===== config.mk =====
export PLATFORM = sky130hd
export DESIGN_NAME = halt_controller_flat
export DESIGN_NICKNAME = d
export VERILOG_FILES = /design/src/rtl/halt_controller_pkg.sv /design/src/rtl/halt_controller_if.sv /design/src/rtl/halt_controller_sat_counter.sv /design/src/rtl/halt_controller.sv /design/src/flat_wrapper.sv
export SDC_FILE = /design/constraint.sdc
export NUM_CORES = 1
export LEC_CHECK = 0
export BUFFER_PORTS_ARGS = -buffer_cell sky130_fd_sc_hd__buf_2
export CORE_AREA = 2 2 39 41
export DETAILED_ROUTE_END_ITERATION = 8
export DIE_AREA = 0 0 41 43
export GPL_TIMING_DRIVEN = 0
export PLACE_DENSITY = 0.4
export SKIP_CTS_REPAIR_TIMING = 1
export SYNTH_ARGS = -nofsm -noshare
export SYNTH_HDL_FRONTEND = slang
export SYNTH_HIERARCHICAL = 1
export SYNTH_SLANG_ARGS = --single-unit
export TNS_END_PERCENT = 5

===== constraint.sdc =====
create_clock -name clk -period 1.13 [get_ports clk]
set_input_delay 0.0565 -clock clk [delete_from_list [all_inputs] [get_ports clk]]
set_output_delay 0.0565 -clock clk [all_outputs]
set_load 0.03 [all_outputs]

===== src/rtl/halt_controller_pkg.sv =====
// Shared definitions for the halt controller: state encoding,
// state width and the default HALT opcode (also used by the decoder).
package halt_controller_pkg;

    localparam int STATE_W = 2;

    typedef enum logic [STATE_W-1:0] {
        ST_INIT   = 2'd0,
        ST_RUN    = 2'd1,
        ST_HALTED = 2'd2
    } state_t;

    localparam logic [5:0] HALT_OPCODE_DEF = 6'h3F;

endpackage


===== src/rtl/halt_controller_if.sv =====
// Processor-side bundle of the halt controller.
// master: drives opcode/instr_valid/resume; slave: drives the gating outputs.
interface halt_controller_if #(
    parameter int OPCODE_W = 6
);
    logic [OPCODE_W-1:0] opcode;
    logic                instr_valid;
    logic                resume;
    logic                pc_en;
    logic                wr_en_gate;
    logic                halted;
    logic [1:0]          state;

    modport master (
        output opcode, instr_valid, resume,
        input  pc_en, wr_en_gate, halted, state
    );

    modport slave (
        input  opcode, instr_valid, resume,
        output pc_en, wr_en_gate, halted, state
    );
endinterface


===== src/rtl/halt_controller_sat_counter.sv =====
// Saturating up-counter used for cycle_count (HALT_CYCLE_COUNT_EN only).
// Ports: i_clk, i_rst (sync, high), i_en (count), o_count (value).
`ifdef HALT_CYCLE_COUNT_EN
module sat_counter #(
    parameter int W = 32
) (
    input  logic         i_clk,
    input  logic         i_rst,
    input  logic         i_en,
    output logic [W-1:0] o_count
);
    logic [W-1:0] r_count;

    always_ff @(posedge i_clk) begin
        if (i_rst) begin
            r_count <= '0;
        end else if (i_en && (r_count != {W{1'b1}})) begin
            r_count <= r_count + 1'b1;
        end
    end

    assign o_count = r_count;
endmodule
`endif


===== src/rtl/halt_controller.sv =====
// Halt controller: INIT -> RUN -> HALTED FSM gating PC update and writes.
// Ports: clk, rst (sync, high), bus (halt_controller_if.slave:
// opcode, instr_valid, resume in; pc_en, wr_en_gate, halted, state out),
// cycle_count out when macro HALT_CYCLE_COUNT_EN is defined.
module halt_controller
    import halt_controller_pkg::*;
#(
    parameter int                  INIT_CYCLES = 1,
    parameter int                  OPCODE_W    = 6,
    parameter logic [OPCODE_W-1:0] HALT_OPCODE = HALT_OPCODE_DEF,
    parameter int                  CNT_W       = 32
) (
    input  logic             clk,
    input  logic             rst,
    halt_controller_if.slave bus
`ifdef HALT_CYCLE_COUNT_EN
    ,
    output logic [CNT_W-1:0] cycle_count
`endif
);
    localparam int ICW = (INIT_CYCLES < 1) ? 1 : $clog2(INIT_CYCLES + 1);

    state_t         r_state;
    logic [ICW-1:0] r_init_cnt;
    logic           w_hit;
    logic           w_pc_en;
    logic           w_wr_en;
    logic           w_halted;
    logic [1:0]     w_state;

    assign w_hit = bus.instr_valid && (bus.opcode == HALT_OPCODE);

    // INIT_CYCLES=0 and 1 both spend one cycle in INIT; N>1 spends N.
    always_ff @(posedge clk) begin
        if (rst) begin
            r_state    <= ST_INIT;
            r_init_cnt <= ICW'(INIT_CYCLES);
        end else begin
            case (r_state)
                ST_INIT: begin
                    if (r_init_cnt != '0) begin
                        r_init_cnt <= r_init_cnt - 1'b1;
                    end
                    if (r_init_cnt <= ICW'(1)) begin
                        r_state <= ST_RUN;
                    end
                end
                ST_RUN: begin
                    if (w_hit) begin
                        r_state <= ST_HALTED;
                    end
                end
                ST_HALTED: begin
                    if (bus.resume) begin
                        r_state <= ST_RUN;
                    end
                end
                default: begin
                    r_state    <= ST_INIT;
                    r_init_cnt <= ICW'(INIT_CYCLES);
                end
            endcase
        end
    end

    // Moore decode, plus same-cycle gating on halt hit and on resume.
    // rst forces the idle decode so nothing is enabled in a reset cycle.
    always_comb begin
        w_pc_en  = 1'b0;
        w_wr_en  = 1'b0;
        w_halted = 1'b0;
        w_state  = ST_INIT;
        if (!rst) begin
            case (r_state)
                ST_RUN: begin
                    w_pc_en = !w_hit;
                    w_wr_en = !w_hit;
                    w_state = ST_RUN;
                end
                ST_HALTED: begin
                    w_pc_en  = bus.resume;
                    w_halted = 1'b1;
                    w_state  = ST_HALTED;
                end
                default: begin
                    w_state = ST_INIT;
                end
            endcase
        end
    end

    assign bus.pc_en      = w_pc_en;
    assign bus.wr_en_gate = w_wr_en;
    assign bus.halted     = w_halted;
    assign bus.state      = w_state;

`ifdef HALT_CYCLE_COUNT_EN
    logic w_cnt_en;

    assign w_cnt_en = (r_state == ST_RUN);

    sat_counter #(
        .W (CNT_W)
    ) u_cnt (
        .i_clk   (clk),
        .i_rst   (rst),
        .i_en    (w_cnt_en),
        .o_count (cycle_count)
    );
`endif
endmodule


===== src/flat_wrapper.sv =====
// flat-port wrapper written by rule: the top's interface ports become plain ports
module halt_controller_flat import halt_controller_pkg::*;
#(
    parameter int                  INIT_CYCLES = 1,
    parameter int                  OPCODE_W    = 6,
    parameter logic [OPCODE_W-1:0] HALT_OPCODE = HALT_OPCODE_DEF,
    parameter int                  CNT_W       = 32
)
  (clk, rst, bus_opcode, bus_instr_valid, bus_resume, bus_pc_en, bus_wr_en_gate, bus_halted, bus_state);
  halt_controller_if #(.OPCODE_W(OPCODE_W)) bus_i ();
  input  logic clk;
  input  logic rst;
  input wire logic [$bits(bus_i.opcode)-1:0] bus_opcode;
  input wire logic [$bits(bus_i.instr_valid)-1:0] bus_instr_valid;
  input wire logic [$bits(bus_i.resume)-1:0] bus_resume;
  output wire logic [$bits(bus_i.pc_en)-1:0] bus_pc_en;
  output wire logic [$bits(bus_i.wr_en_gate)-1:0] bus_wr_en_gate;
  output wire logic [$bits(bus_i.halted)-1:0] bus_halted;
  output wire logic [$bits(bus_i.state)-1:0] bus_state;
  assign bus_i.opcode = bus_opcode;
  assign bus_i.instr_valid = bus_instr_valid;
  assign bus_i.resume = bus_resume;
  assign bus_pc_en = bus_i.pc_en;
  assign bus_wr_en_gate = bus_i.wr_en_gate;
  assign bus_halted = bus_i.halted;
  assign bus_state = bus_i.state;
  halt_controller #(.INIT_CYCLES(INIT_CYCLES), .OPCODE_W(OPCODE_W), .HALT_OPCODE(HALT_OPCODE), .CNT_W(CNT_W)) u_core (.clk(clk), .rst(rst), .bus(bus_i));
endmodule

==> impl_metrics.env <==
export IMPL_instances_no_fill=62
export IMPL_total_power_uw=871
export IMPL_syn_inst=26
export IMPL_grt_pass1_wl_um=938
export IMPL_regToRegSetupSlack_ns=-0.03
export IMPL_design_area_um2=457
export IMPL_cap_violations=0
export IMPL_place_gp_congestion=0.574
export IMPL_core_area_um2=1380
export IMPL_cts_buffers=3
export IMPL_synth_area_leaders="ha_1 (27%), dfxtp_1 (17%), nor2b_1 (11%), mux2i_1 (8.5%), nand2b_1 (8.0%)"
export IMPL_routedLengthMet1_um=249
export IMPL_antenna_left=0
export IMPL_synth_avg_cell_area_um2=9.05
export IMPL_grtUsageTotal_pct=8.10
export IMPL_finalCritPeriodShare_pct=125
export IMPL_dr_max_layer_used="met3"
export IMPL_regMostFlops="u_core/r_state"
export IMPL_initial_core_util_pct=17.0
export IMPL_synth_seq_cells=2
export IMPL_p_sw_uw=345
export IMPL_cts_num_sinks=2
export IMPL_largest_reg_flops=2
export IMPL_p_clk_share_pct=21.4
export IMPL_io_pins=15
export IMPL_p_int_uw=526
export IMPL_syn_cell_area_um2=235
export IMPL_place_inst=56
export IMPL_synth_seq_area_share_pct=17.0
export IMPL_p_per_area_nw_per_um2=1910
export IMPL_reg2reg_to="u_core/r_state[1]"
export IMPL_synth_most_common_cell="ha_1"
export IMPL_layout_nets=62
export IMPL_fp_dieArea_um2=1760
export IMPL_cts_root_buffer="clkbuf_4"
export IMPL_fin_ws_ns=-0.280
export IMPL_status="finished with violations"
export IMPL_crit_arrival_ns=1.35
export IMPL_hold_end="u_core/r_state[0]"
export IMPL_grt_pass1_vias=228
export IMPL_std_cell_rows=14
export IMPL_timing_critical_path_from_type="flop"
export IMPL_synthArstFlopShare_pct=0
export IMPL_cp_end_kind="output port"
export IMPL_whs_ns=0.227
export IMPL_yosys_most_used_dff="dfxtp_1"
export IMPL_drt_iter0_markers=0
export IMPL_wl_met3_um=34
export IMPL_hold_violations=0
export IMPL_min_period_ns=1.41
export IMPL_wl_met2_um=348
export IMPL_violations="setup timing"
export IMPL_area_growth_syn_to_layout_pct=94.1
export IMPL_cts_clk_slew_worst_paths_ns=0.04
export IMPL_switching_share_pct=39.6
export IMPL_yosysTopAreaCellShare_pct=26.6
export IMPL_fmax_mhz=709
export IMPL_slew_headroom_pct=86.9
export IMPL_reg_top3="u_core/r_state: 2 flops"
export IMPL_drive_gt1_share_pct=71.7
export IMPL_finClkSkew_ns=0.00300
export IMPL_synth_nets=41
export IMPL_crit_type="flop to output port"
export IMPL_rsz0062_at_grt="yes"
export IMPL_yosysWarnings=6
export IMPL_wl_um=632
export IMPL_diodes=0
export IMPL_setup_viol=7
export IMPL_post_drt_wl_per_cell_um=10.2
export IMPL_dpl_instance_area_um2=385
export IMPL_worstHoldStart="rst"
export IMPL_max_slew_worst_pin_slew_ns=0.196
export IMPL_antenna_found_initial=0
export IMPL_utilization_pct=33.0
export IMPL_vias_per_cell=3.81
export IMPL_r2r_cells=5
export IMPL_crit_required_ns=1.07
export IMPL_irDropWorstVdd_uv=682
export IMPL_grt_overflow=0
export IMPL_seqPwrFrac_pct=19.4
export IMPL_drc=0
export IMPL_hold_path_cell_count=3
export IMPL_hold_class="input port to flop"
export IMPL_grt_max_degree=7
export IMPL_vias=236
export IMPL_yosys_top_cells_count="ha_1 (5), nor2b_1 (4), nand2b_1 (3)"
export IMPL_p_comb_share_pct=59.2
export IMPL_yosysTopAreaCell="ha_1"
export IMPL_portBuffers=14
export IMPL_tns_ns=-0.962
export IMPL_cts_tree="done"
export IMPL_cts_max_level=1
export IMPL_place_ws_ns=-0.0611
export IMPL_drv_slew=0
export IMPL_path_max_fanout=4
export IMPL_leakage_nw=0.217
export IMPL_die_x_um=41
export IMPL_synth_edf_count=0
export IMPL_insertion_delay_ns=0.23
export IMPL_cts_buffer_depth=2
export IMPL_ys_types=14
export IMPL_r2r_start="u_core/r_state[0]"
export IMPL_firstDrtPassIters=1
export IMPL_die_h_um=43
-- cells by family after synthesis --
family                   Yosys count  share of synthesized area [%]
adder cells (fa/ha/maj)            5                           26.6
AND/OR/NAND/NOR                   11                           32.4
buffers and inverters              3                           6.39
multiplexers                       2                           8.51
AO/OA/AOI/OAI                      3                           9.04
flip-flops                         2                           17.0
-- power groups by stage --
| stage | logic (mW) | clock network (mW) | registers [mW] |
|---|---|---|---|
| 3_5_place_dp | 0.424 | 0 | 0.173 |
| 4_1_cts | 0.424 | 0.201 | 0.173 |
| 5_1_grt | 0.569 | 0.198 | 0.176 |
| 6_report | 0.515 | 0.187 | 0.169 |
| 3_3_place_gp | 0.421 | 0 | 0.175 |
| 2_1_floorplan | 0.339 | 0 | 0.161 |
-- layout by cell type (no fill, tap or decap), drive strengths merged --
cell type,Yosys,layout
clkbuf,0,4
a21oi,1,1
inv,2,2
nor2b,4,4
ha,5,5
nand2b,3,3
nand4,1,1
dfxtp,2,2
nor2,1,1
buf,1,17
and2,1,1
a22oi,1,1
mux2i,2,2
o21ai,1,1
and4,1,1
-- layer usage --
metal	up-vias	global-route usage, %
met4	0	8.00
li1	125	-
met2	8	12.2
met3	0	0
met5	-	0
met1	103	9.52
-- layout make-up --
class,instances,area [µm²]
clock buffer,4,26.3
tap,16,20.0
timing repair buffer,16,113
inverter,2,10.0
buffer,1,7.51
multi-input combinational,21,233
fill,146,927
sequential,2,47.5
-- worst max path at each step --
stage / start / end / slack, ns
final: u_core/r_state[0] / bus_pc_en / -0.28
after global routing: u_core/r_state[0] / bus_pc_en / -0.34
after CTS: u_core/r_state[0] / bus_pc_en / -0.32
after detailed placement: u_core/r_state[0] / u_core/r_state[0] / -0.06
after global placement: u_core/r_state[1] / bus_pc_en / -0.06
after floorplan: u_core/r_state[0] / bus_pc_en / -0.07
-- critical path: stages, from the launching register on --
cell and delay, ns:
dfxtp_4 0.36, buf_12 0.13, ha_4 0.15, nor2b_4 0.12, a22oi_2 0.17, nor2b_4 0.06, buf_6 0.13
(Power assumes the default switching activity.)
